File: src/rtl/mrd_fsm_ctrl_if.sv
// Sequencer bus: sink handshake, pass-end pulses, config in,
// and state / stage / status out. master = driver, slave = ctrl.
interface mrd_fsm_ctrl_if;
  logic [11:0] cfg_dftpts;
  logic [2:0]  cfg_nf;
  logic        in_valid;
  logic        in_sop;
  logic        in_eop;
  logic        rd_end;
  logic        wr_end;
  logic        source_end;
  logic        sink_ready;
  logic [2:0]  fsm;
  logic [2:0]  fsm_r;
  logic [2:0]  cnt_stage;
  logic [2:0]  num_factors;
  logic [11:0] dftpts;
  logic        frame_err;
  logic        timeout;

  modport master (
    output cfg_dftpts, cfg_nf,
    output in_valid, in_sop, in_eop,
    output rd_end, wr_end, source_end,
    input  sink_ready, fsm, fsm_r,
    input  cnt_stage, num_factors, dftpts,
    input  frame_err, timeout
  );

  modport slave (
    input  cfg_dftpts, cfg_nf,
    input  in_valid, in_sop, in_eop,
    input  rd_end, wr_end, source_end,
    output sink_ready, fsm, fsm_r,
    output cnt_stage, num_factors, dftpts,
    output frame_err, timeout
  );
endinterface

File: src/rtl/mrd_fsm_ctrl.sv
// Mixed-radix DFT frame sequencer: sink, per-factor read passes,
// source. Ports: clk, rst (sync, high), bus (mrd_fsm_ctrl_if.slave).
module mrd_fsm_ctrl #(
  parameter int WAIT_RD = 4,
  parameter int WDOG    = 4095
) (
  input logic           clk,
  input logic           rst,
  mrd_fsm_ctrl_if.slave bus
);

  typedef enum logic [2:0] {
    S_IDLE = 3'd0,
    S_SINK = 3'd1,
    S_W2R  = 3'd2,
    S_RD   = 3'd3,
    S_WWE  = 3'd4,
    S_SRC  = 3'd5
  } st_t;

  // WAIT_RD of 0 behaves as 1
  localparam logic [15:0] WR_LAST =
    (WAIT_RD <= 1) ? 16'd0 : 16'(WAIT_RD - 1);
  localparam logic [15:0] WD_LAST =
    (WDOG <= 1) ? 16'd0 : 16'(WDOG - 1);

  st_t         st;
  st_t         st_nxt;
  logic [2:0]  fsm_r;
  logic [11:0] cnt_smp;
  logic [11:0] smp_inc;
  logic [15:0] tmr;
  logic [2:0]  cnt_stage;
  logic [2:0]  num_factors;
  logic [11:0] dftpts;
  logic        frame_err;
  logic        timeout;
  logic        sink_ready;
  logic        err_nxt;
  logic        tmo_nxt;
  logic        start;
  logic        stage_inc;
  logic        cfg_ok;
  logic        last_pass;
  logic        wd_hit;

  assign cfg_ok = (bus.cfg_nf >= 3'd1) &&
                  (bus.cfg_nf <= 3'd6) &&
                  (bus.cfg_dftpts != 12'd0);
  assign smp_inc   = cnt_smp + 12'd1;
  assign last_pass = (cnt_stage == num_factors - 3'd1);
  assign wd_hit    = (tmr >= WD_LAST);

  always_ff @(posedge clk) begin
    if (rst) begin
      st    <= S_IDLE;
      fsm_r <= 3'd0;
    end else begin
      st    <= st_nxt;
      fsm_r <= st;
    end
  end

  always_comb begin
    st_nxt    = st;
    err_nxt   = 1'b0;
    tmo_nxt   = 1'b0;
    start     = 1'b0;
    stage_inc = 1'b0;
    unique case (st)
      S_IDLE: begin
        if (bus.in_valid && bus.in_sop) begin
          if (!cfg_ok) begin
            err_nxt = 1'b1;
          end else begin
            // the sop sample is sample 1 of the frame
            start = 1'b1;
            if (bus.in_eop) begin
              if (bus.cfg_dftpts == 12'd1)
                st_nxt = S_W2R;
              else
                err_nxt = 1'b1;
            end else if (bus.cfg_dftpts == 12'd1) begin
              err_nxt = 1'b1;
            end else begin
              st_nxt = S_SINK;
            end
          end
        end
      end
      S_SINK: begin
        if (bus.in_valid) begin
          if (bus.in_eop) begin
            if (smp_inc == dftpts) begin
              st_nxt = S_W2R;
            end else begin
              st_nxt  = S_IDLE;
              err_nxt = 1'b1;
            end
          end else if (smp_inc == dftpts) begin
            st_nxt  = S_IDLE;
            err_nxt = 1'b1;
          end
        end
      end
      S_W2R: begin
        if (tmr >= WR_LAST)
          st_nxt = S_RD;
      end
      S_RD: begin
        if (bus.rd_end) begin
          st_nxt = last_pass ? S_SRC : S_WWE;
        end else if (wd_hit) begin
          st_nxt  = S_IDLE;
          tmo_nxt = 1'b1;
        end
      end
      S_WWE: begin
        if (bus.wr_end) begin
          st_nxt    = S_W2R;
          stage_inc = 1'b1;
        end else if (wd_hit) begin
          st_nxt  = S_IDLE;
          tmo_nxt = 1'b1;
        end
      end
      S_SRC: begin
        if (bus.source_end) begin
          st_nxt = S_IDLE;
        end else if (wd_hit) begin
          st_nxt  = S_IDLE;
          tmo_nxt = 1'b1;
        end
      end
      default: st_nxt = S_IDLE;
    endcase
  end

  always_ff @(posedge clk) begin
    if (rst) begin
      cnt_smp     <= 12'd0;
      tmr         <= 16'd0;
      cnt_stage   <= 3'd0;
      num_factors <= 3'd0;
      dftpts      <= 12'd0;
      frame_err   <= 1'b0;
      timeout     <= 1'b0;
      sink_ready  <= 1'b1;
    end else begin
      frame_err  <= err_nxt;
      timeout    <= tmo_nxt;
      sink_ready <= (st_nxt == S_IDLE) ||
                    (st_nxt == S_SINK);
      if (start) begin
        dftpts      <= bus.cfg_dftpts;
        num_factors <= bus.cfg_nf;
        cnt_smp     <= 12'd1;
        cnt_stage   <= 3'd0;
      end else begin
        if (st == S_SINK && bus.in_valid)
          cnt_smp <= smp_inc;
        if (stage_inc)
          cnt_stage <= cnt_stage + 3'd1;
      end
      // one timer serves both the read turnaround and the watchdog
      if (st_nxt != st)
        tmr <= 16'd0;
      else if (st != S_IDLE && st != S_SINK)
        tmr <= tmr + 16'd1;
    end
  end

  assign bus.fsm         = st;
  assign bus.fsm_r       = fsm_r;
  assign bus.cnt_stage   = cnt_stage;
  assign bus.num_factors = num_factors;
  assign bus.dftpts      = dftpts;
  assign bus.frame_err   = frame_err;
  assign bus.timeout     = timeout;
  assign bus.sink_ready  = sink_ready;

endmodule
File: src/flat_wrapper.sv
// flat-port wrapper written by rule: the top's interface ports become plain ports
module mrd_fsm_ctrl_flat 
#(
  parameter int WAIT_RD = 4,
  parameter int WDOG    = 4095
)
  (clk, rst, bus_cfg_dftpts, bus_cfg_nf, bus_in_valid, bus_in_sop, bus_in_eop, bus_rd_end, bus_wr_end, bus_source_end, bus_sink_ready, bus_fsm, bus_fsm_r, bus_cnt_stage, bus_num_factors, bus_dftpts, bus_frame_err, bus_timeout);
  mrd_fsm_ctrl_if bus_i ();
  input logic clk;
  input logic rst;
  input wire logic [$bits(bus_i.cfg_dftpts)-1:0] bus_cfg_dftpts;
  input wire logic [$bits(bus_i.cfg_nf)-1:0] bus_cfg_nf;
  input wire logic [$bits(bus_i.in_valid)-1:0] bus_in_valid;
  input wire logic [$bits(bus_i.in_sop)-1:0] bus_in_sop;
  input wire logic [$bits(bus_i.in_eop)-1:0] bus_in_eop;
  input wire logic [$bits(bus_i.rd_end)-1:0] bus_rd_end;
  input wire logic [$bits(bus_i.wr_end)-1:0] bus_wr_end;
  input wire logic [$bits(bus_i.source_end)-1:0] bus_source_end;
  output wire logic [$bits(bus_i.sink_ready)-1:0] bus_sink_ready;
  output wire logic [$bits(bus_i.fsm)-1:0] bus_fsm;
  output wire logic [$bits(bus_i.fsm_r)-1:0] bus_fsm_r;
  output wire logic [$bits(bus_i.cnt_stage)-1:0] bus_cnt_stage;
  output wire logic [$bits(bus_i.num_factors)-1:0] bus_num_factors;
  output wire logic [$bits(bus_i.dftpts)-1:0] bus_dftpts;
  output wire logic [$bits(bus_i.frame_err)-1:0] bus_frame_err;
  output wire logic [$bits(bus_i.timeout)-1:0] bus_timeout;
  assign bus_i.cfg_dftpts = bus_cfg_dftpts;
  assign bus_i.cfg_nf = bus_cfg_nf;
  assign bus_i.in_valid = bus_in_valid;
  assign bus_i.in_sop = bus_in_sop;
  assign bus_i.in_eop = bus_in_eop;
  assign bus_i.rd_end = bus_rd_end;
  assign bus_i.wr_end = bus_wr_end;
  assign bus_i.source_end = bus_source_end;
  assign bus_sink_ready = bus_i.sink_ready;
  assign bus_fsm = bus_i.fsm;
  assign bus_fsm_r = bus_i.fsm_r;
  assign bus_cnt_stage = bus_i.cnt_stage;
  assign bus_num_factors = bus_i.num_factors;
  assign bus_dftpts = bus_i.dftpts;
  assign bus_frame_err = bus_i.frame_err;
  assign bus_timeout = bus_i.timeout;
  mrd_fsm_ctrl #(.WAIT_RD(WAIT_RD), .WDOG(WDOG)) u_core (.clk(clk), .rst(rst), .bus(bus_i));
endmodule
File: config.mk
export PLATFORM = sky130hd
export DESIGN_NAME = mrd_fsm_ctrl_flat
export DESIGN_NICKNAME = d
export VERILOG_FILES = /design/src/rtl/mrd_fsm_ctrl_if.sv /design/src/rtl/mrd_fsm_ctrl.sv /design/src/flat_wrapper.sv
export SDC_FILE = /design/constraint.sdc
export NUM_CORES = 1
export LEC_CHECK = 0
export BUFFER_PORTS_ARGS = -buffer_cell sky130_fd_sc_hd__clkbuf_2
export CAP_MARGIN = 20
export CELL_PAD_IN_SITES_DETAIL_PLACEMENT = 1
export CELL_PAD_IN_SITES_GLOBAL_PLACEMENT = 1
export CORE_MARGIN = 5
export CORE_UTILIZATION = 35
export DETAILED_ROUTE_END_ITERATION = 8
export GPL_TIMING_DRIVEN = 0
export PLACE_DENSITY = 0.78
export SYNTH_ARGS = -nofsm -noshare
export SYNTH_HDL_FRONTEND = slang
export SYNTH_SLANG_ARGS = --single-unit
File: constraint.sdc
create_clock -name clk -period 2.29 [get_ports clk]
set_clock_uncertainty 0.1 [all_clocks]
set_input_delay 0.458 -clock clk [delete_from_list [all_inputs] [get_ports clk]]
set_output_delay 0.458 -clock clk [all_outputs]
set_load 0.05 [all_outputs]
Word-level counts from Yosys, hierarchy flattened. Cells that the tools add are included.

$add $sub $neg: 4. Order comparisons: 4. Equal/unequal tests: 11. Mux-type cells: 38. Reductions and logical operators: 13.

Operators by type and width (number): $mux W3 (13); $mux W1 (21); $pmux W3 S6 (1); $add A16 B1 Y16 const B (1); $ge A16 B12 Y1 const B (1); $ge A16 B2 Y1 const B (1); $add A12 B1 Y12 const B (1); $eq A12 B1 Y1 const B (1); $eq A12 B12 Y1 (1); $reduce_bool A12 Y1 (1); $eq A3 B1 Y1 const B (2); $eq A3 B2 Y1 const B (2); $eq A3 B3 Y1 const B (2); $logic_not A3 Y1 (2); $logic_and A1 B1 Y1 (5); $reduce_or A2 Y1 (2); $add A3 B1 Y3 const B (1); $eq A3 B3 Y1 (1); $ge A3 B1 Y1 const B (1); $le A3 B3 Y1 const B (1); $ne A3 B1 Y1 const B (1); $ne A3 B3 Y1 (1); $pmux W1 S3 (1); $reduce_bool A3 Y1 (1); 5 further kinds (5).

Register bits after elaboration: 55. Bits of input ports: 23. Output and inout port bits: 27. Logic and storage cells: 81.

Longest topological paths before layout.
Depth in word-level cells: 8. Depth in mapped cells: 10.

Worst setup path after synthesis. OpenSTA, ideal clock, no wires.

Path kind: reg-to-reg. Start: register u_core.num_factors[0] (netlist: u_core.bus.num_factors[0]). End: register u_core.tmr[10]. Setup time: 0.121 ns. Arrival time: 2.391 ns. Required time: 2.069 ns. Path slack: -0.323 ns. Stages on the path, launching flop included: 11. Cell sequence: dfxtp_1 inv_1 ha_1 xnor2_1 xnor2_1 nor4_1 nor3_1 a21oi_1 o41ai_4 buf_6 nor3_1.

Cells in the longest elaborated chain, start to end: 7.

Ends and longest elaborated chain: from (decl) (RTL line mrd_fsm_ctrl.sv:34) `logic [2:0] num_factors;`; from (signal assigned) (RTL line mrd_fsm_ctrl.sv:156) `num_factors <= bus.cfg_nf;`; $sub A3 B1 Y3 (RTL line mrd_fsm_ctrl.sv:51) `assign last_pass = (cnt_stage == num_factors - 3'd1);`; $eq A3 B3 Y1 (RTL line mrd_fsm_ctrl.sv:51); $mux W1 (RTL line mrd_fsm_ctrl.sv:112) `st_nxt = last_pass ? S_SRC : S_WWE;`; $mux W3 (RTL line mrd_fsm_ctrl.sv:111) `if (bus.rd_end) begin`; $pmux W3 S6 (RTL line mrd_fsm_ctrl.sv:70) `unique case (st)`; $ne A3 B3 Y1 (RTL line mrd_fsm_ctrl.sv:166) `if (st_nxt != st)`; $reduce_or A2 Y1 (no source line); to (signal assigned) (RTL line mrd_fsm_ctrl.sv:169) `tmr <= tmr + 16'd1;`; to (decl) (RTL line mrd_fsm_ctrl.sv:32) `logic [15:0] tmr;`.

No other way between the ends. A chain may end at the register's enable or synchronous reset.

Worst setup path after layout.
Start: register u_core.cnt_smp[5]. End: register u_core.tmr[2].

Cells in the longest elaborated chain, start to end: 8.

Ends and longest elaborated chain: from (decl) (RTL line mrd_fsm_ctrl.sv:30) `logic [11:0] cnt_smp;`; from (signal assigned) (RTL line mrd_fsm_ctrl.sv:161) `cnt_smp <= smp_inc;`; $add A12 B1 Y12 * (RTL line mrd_fsm_ctrl.sv:50) `assign smp_inc = cnt_smp + 12'd1;`; $eq A12 B12 Y1 * (RTL line mrd_fsm_ctrl.sv:94, mrd_fsm_ctrl.sv:100); $mux W3 / $mux W2 (equally long branches) (RTL line mrd_fsm_ctrl.sv:100, mrd_fsm_ctrl.sv:94); $mux W3 * (RTL line mrd_fsm_ctrl.sv:93) `if (bus.in_eop) begin`; $mux W3 * (RTL line mrd_fsm_ctrl.sv:92) `if (bus.in_valid) begin`; $pmux W3 S6 * (RTL line mrd_fsm_ctrl.sv:70); $ne A3 B3 Y1 * (RTL line mrd_fsm_ctrl.sv:166); $reduce_or A2 Y1 (no source line) *.

Mark *: on every way between the ends. The rest lies on a longest branch, timed or not.

==> flow_summary_export.csv <==
group,metric,value,unit
die,die-area,10300,um2
cells_and_area,layoutNonFillerInstCount,534,
global_route,grt_pass1_vias,3059,
clock_network,clock_latency,0.33,ns
routing,drc,0,
placement,pre_cts_slack,-0.402,ns
run,cap_violations,0,
placement,io_buffers,49,
setup_path,cp_slowest_cell,"dfxtp_4",
die,die_height,102,um
setup_path,end_kind,"flop",
routing,wire_per_inst,19.6,um
clock_network,cts_tree,"built",
outcome,failed_checks,"setup timing",
pwr,power,2.09,mW
placement,gp_congestion,0.831,
placement,hpwl,6.45,mm
timing,hold_ws,0.266,ns
synth,synth-seq-area-share,37.5,%
routing,vias_per_cell,5.42,
synth,synth_area_leaders,"dfxtp_1, xnor2_1, nor2_1",
clock_network,clk_path_buf_depth,2,
global_route,grtUsageTotal,18.7,%
timing,rsz0062_at_grt,"yes",
min_path,hold_class,"in -> reg",
clock_network,hold_buffers,0,
min_path,hold_depth,3,
clock_network,h-tree-depth,2,
routing,wl,10.5,mm
setup_path,crit_fanout,6,
setup_path,critPathArrivalTime,2.68,ns
clock_network,cts_buffers,5,
cells_and_area,nNetsFinal,456,
pwr,p_per_area,505,nW/um2
cells_and_area,n_antenna_cell,0,
routing,drtAntennaViolNets,0,
synth,yosysTopAreaCellShare,37.5,%
setup_path,crit_cells,10,
routing,first_iter_violations,95,
setup_path,cp_num_buf_inv,3,
die,die_w,102,um
setup_path,path_cells,"and4_1, buf_6, a21oi_4, a311o_1, a31o_4, buf_4, a41oi_4, a21oi_4, buf_6, nor3_1",
global_route,grt_pass1_wl,15.1,mm
setup_path,crit_required,2.44,ns
synth,syn_area_per_cell,8.57,um2
synth,synth-edff-count,0,
cells_and_area,layout-drive-gt1-share,40.8,%
setup_path,cpLargestDelayFamily,"compound AO/OA/AOI/OAI gates",
synth,synth_area_leader_cell,"dfxtp_1",
die,rows,33,
setup_path,critPathKind,"reg -> reg",
synth,syn_inst,343,
timing,finalWorstSetupSlack,-0.238,ns
cells_and_area,fill_cells,947,
clock_network,clk_pin_slew,0.11,ns
clock_network,clock_tree.root_cell,"clkbuf_8",
cells_and_area,syn_to_final_growth,40.7,%
timing,slew_viol_final,0,
die,start_util,35.8,%
timing,post-route-period-util,110,%
synth,synth.distinct_cells,49,
setup_path,cpPeakStageDelay,0.39,ns
routing,dr.pass1.iters,4,
synth,synth_seq_cells,55,
outcome,status,"complete, but fails checks",
global_route,antenna_found_initial,0,
timing,finalHoldViolCount,0,
timing,setup_viol,19,
synth,synth_nets,371,
synth,ys_top_cells_by_count,"dfxtp_1, nor2_1, xnor2_1, nand2_1, nor3_1",
timing,fmax,0.396,GHz
timing,timing.slew.headroom,53.6,%
synth,synthArstFlopShare,0,%
routing,via_count,2896,
die,core_area,8220,um2
die,ios,50,
pwr,leakagePower,1.63,nW
synth,synth_most_common_cell,"dfxtp_1",
timing,period_needed,2.53,ns
synth,yosysWarnings,0,
placement,place_inst,497,
global_route,gr-total-overflow,0,
clock_network,clkSinkCount,55,
synth,synth_area,2940,um2
timing,max_slew.worst_pin.slew,0.690,ns
global_route,grt_start_max_net_pins,18,
setup_path,r2r_cells,10,
synth,synthFlopType,"dfxtp_1",
cells_and_area,postLayoutCoreUtil,50.3,%
setup_path,cp-start-kind,"flop",
pwr,peakVddDrop,222,uV
-- cell usage in the layout (no fill, tap or decap), types with 4 or more instances in the layout --
master and instances:
a21oi_1 9, a21oi_2 4, and3_1 6, buf_4 24
buf_6 10, clkbuf_2 50, clkbuf_8 6, dfxtp_1 35
dfxtp_2 10, dfxtp_4 10, inv_1 8, mux2i_1 13
nand2_1 25, nand3_1 8, nand4_1 9, nor2_1 48
nor2b_1 6, nor3_1 5, nor3_2 9, nor3_4 6
nor4_1 7, o21ai_0 4, xnor2_1 27, xor2_1 17
-- final timing paths --
check / end / startpoint / slack [ns]
worst min register to register: u_core.bus.dftpts[9] / u_core.bus.dftpts[9] / 0.39
worst min-delay path: u_core.bus.dftpts[9] / bus_cfg_dftpts[9] / 0.27
worst max register to register: u_core.tmr[2] / u_core.cnt_smp[5] / -0.24
worst max-delay path: u_core.tmr[2] / u_core.cnt_smp[5] / -0.24
-- where the power goes --
| part | switching, mW | internal [mW] | leakage, nW |
|---|---|---|---|
| Sequential | 0.0220 | 0.968 | 0.457 |
| Clock | 0.357 | 0.317 | 0.0600 |
| Combinational | 0.252 | 0.168 | 1.11 |
| Total | 0.632 | 1.45 | 1.63 |
-- cells by family (layout without fill, tap and decap cells) --
| logic type | Yosys count | in the layout | share of synthesized area [%] |
|---|---|---|---|
| adders and majority gates | 5 | 5 | 2.13 |
| DFF | 55 | 55 | 37.5 |
| xor gates and xnor gates | 45 | 45 | 13.4 |
| buffers and inverters | 23 | 109 | 4.13 |
| muxes | 13 | 13 | 4.43 |
| and+or+nand+nor | 160 | 160 | 27.4 |
| AOI/OAI and AO/OA | 42 | 42 | 11.0 |
-- per-layer routing --
layer  vias up  GRT usage (%)  routed length, um
li1       1362              -                  -
met1      1449           21.9               4200
met2        65           34.7               5600
met3        20           3.51                434
met4         0           4.91                219
met5         -              0                  0
-- timing repair --
action	CTS	global route
endpoints found under the setup margin	40	28
cloned	1	2
gates resized for setup	39	36
pin swaps	14	21
buffers inserted	16	15
-- worst min-delay path, delay by kind of cell --
kind                   cells  cell delay [ns]
AOI/OAI and AO/OA          1             0.05
buffers and inverters      1             0.09
and+or+nand+nor            1             0.05
-- sequential cells by signal, indices dropped and copies added (netlist names) --
name / cells
u_core.bus.fsm: 3
u_core.bus.frame_err: 1
u_core.bus.timeout: 1
u_core.tmr: 16
u_core.bus.cnt_stage: 3
u_core.bus.fsm_r: 3
u_core.cnt_smp: 12
u_core.bus.sink_ready: 1
u_core.bus.num_factors: 3
u_core.bus.dftpts: 12
-- per-stage QoR --
stage	setup TNS (ns)	instance area (um2)
final	-3.56	4130
after floorplan	0	3070
after CTS	-2.99	3850
after global routing	-5.27	4130
after detailed placement	-12.08	3440
after global placement	-11.39	3440
-- final cells by class --
class | instances | area (um2) | area share [%]
buffer | 10 | 103 | 2.48
clock buffer | 7 | 108 | 2.60
inverter | 9 | 33.8 | 0.817
timing repair buffer | 82 | 563 | 13.6
sequential | 55 | 1150 | 27.9
multi-input combinational | 265 | 2030 | 49.2
clock inverter | 1 | 8.76 | 0.212
tap | 105 | 131 | 3.18
Note: power is estimated with default switching activity, not from simulation.
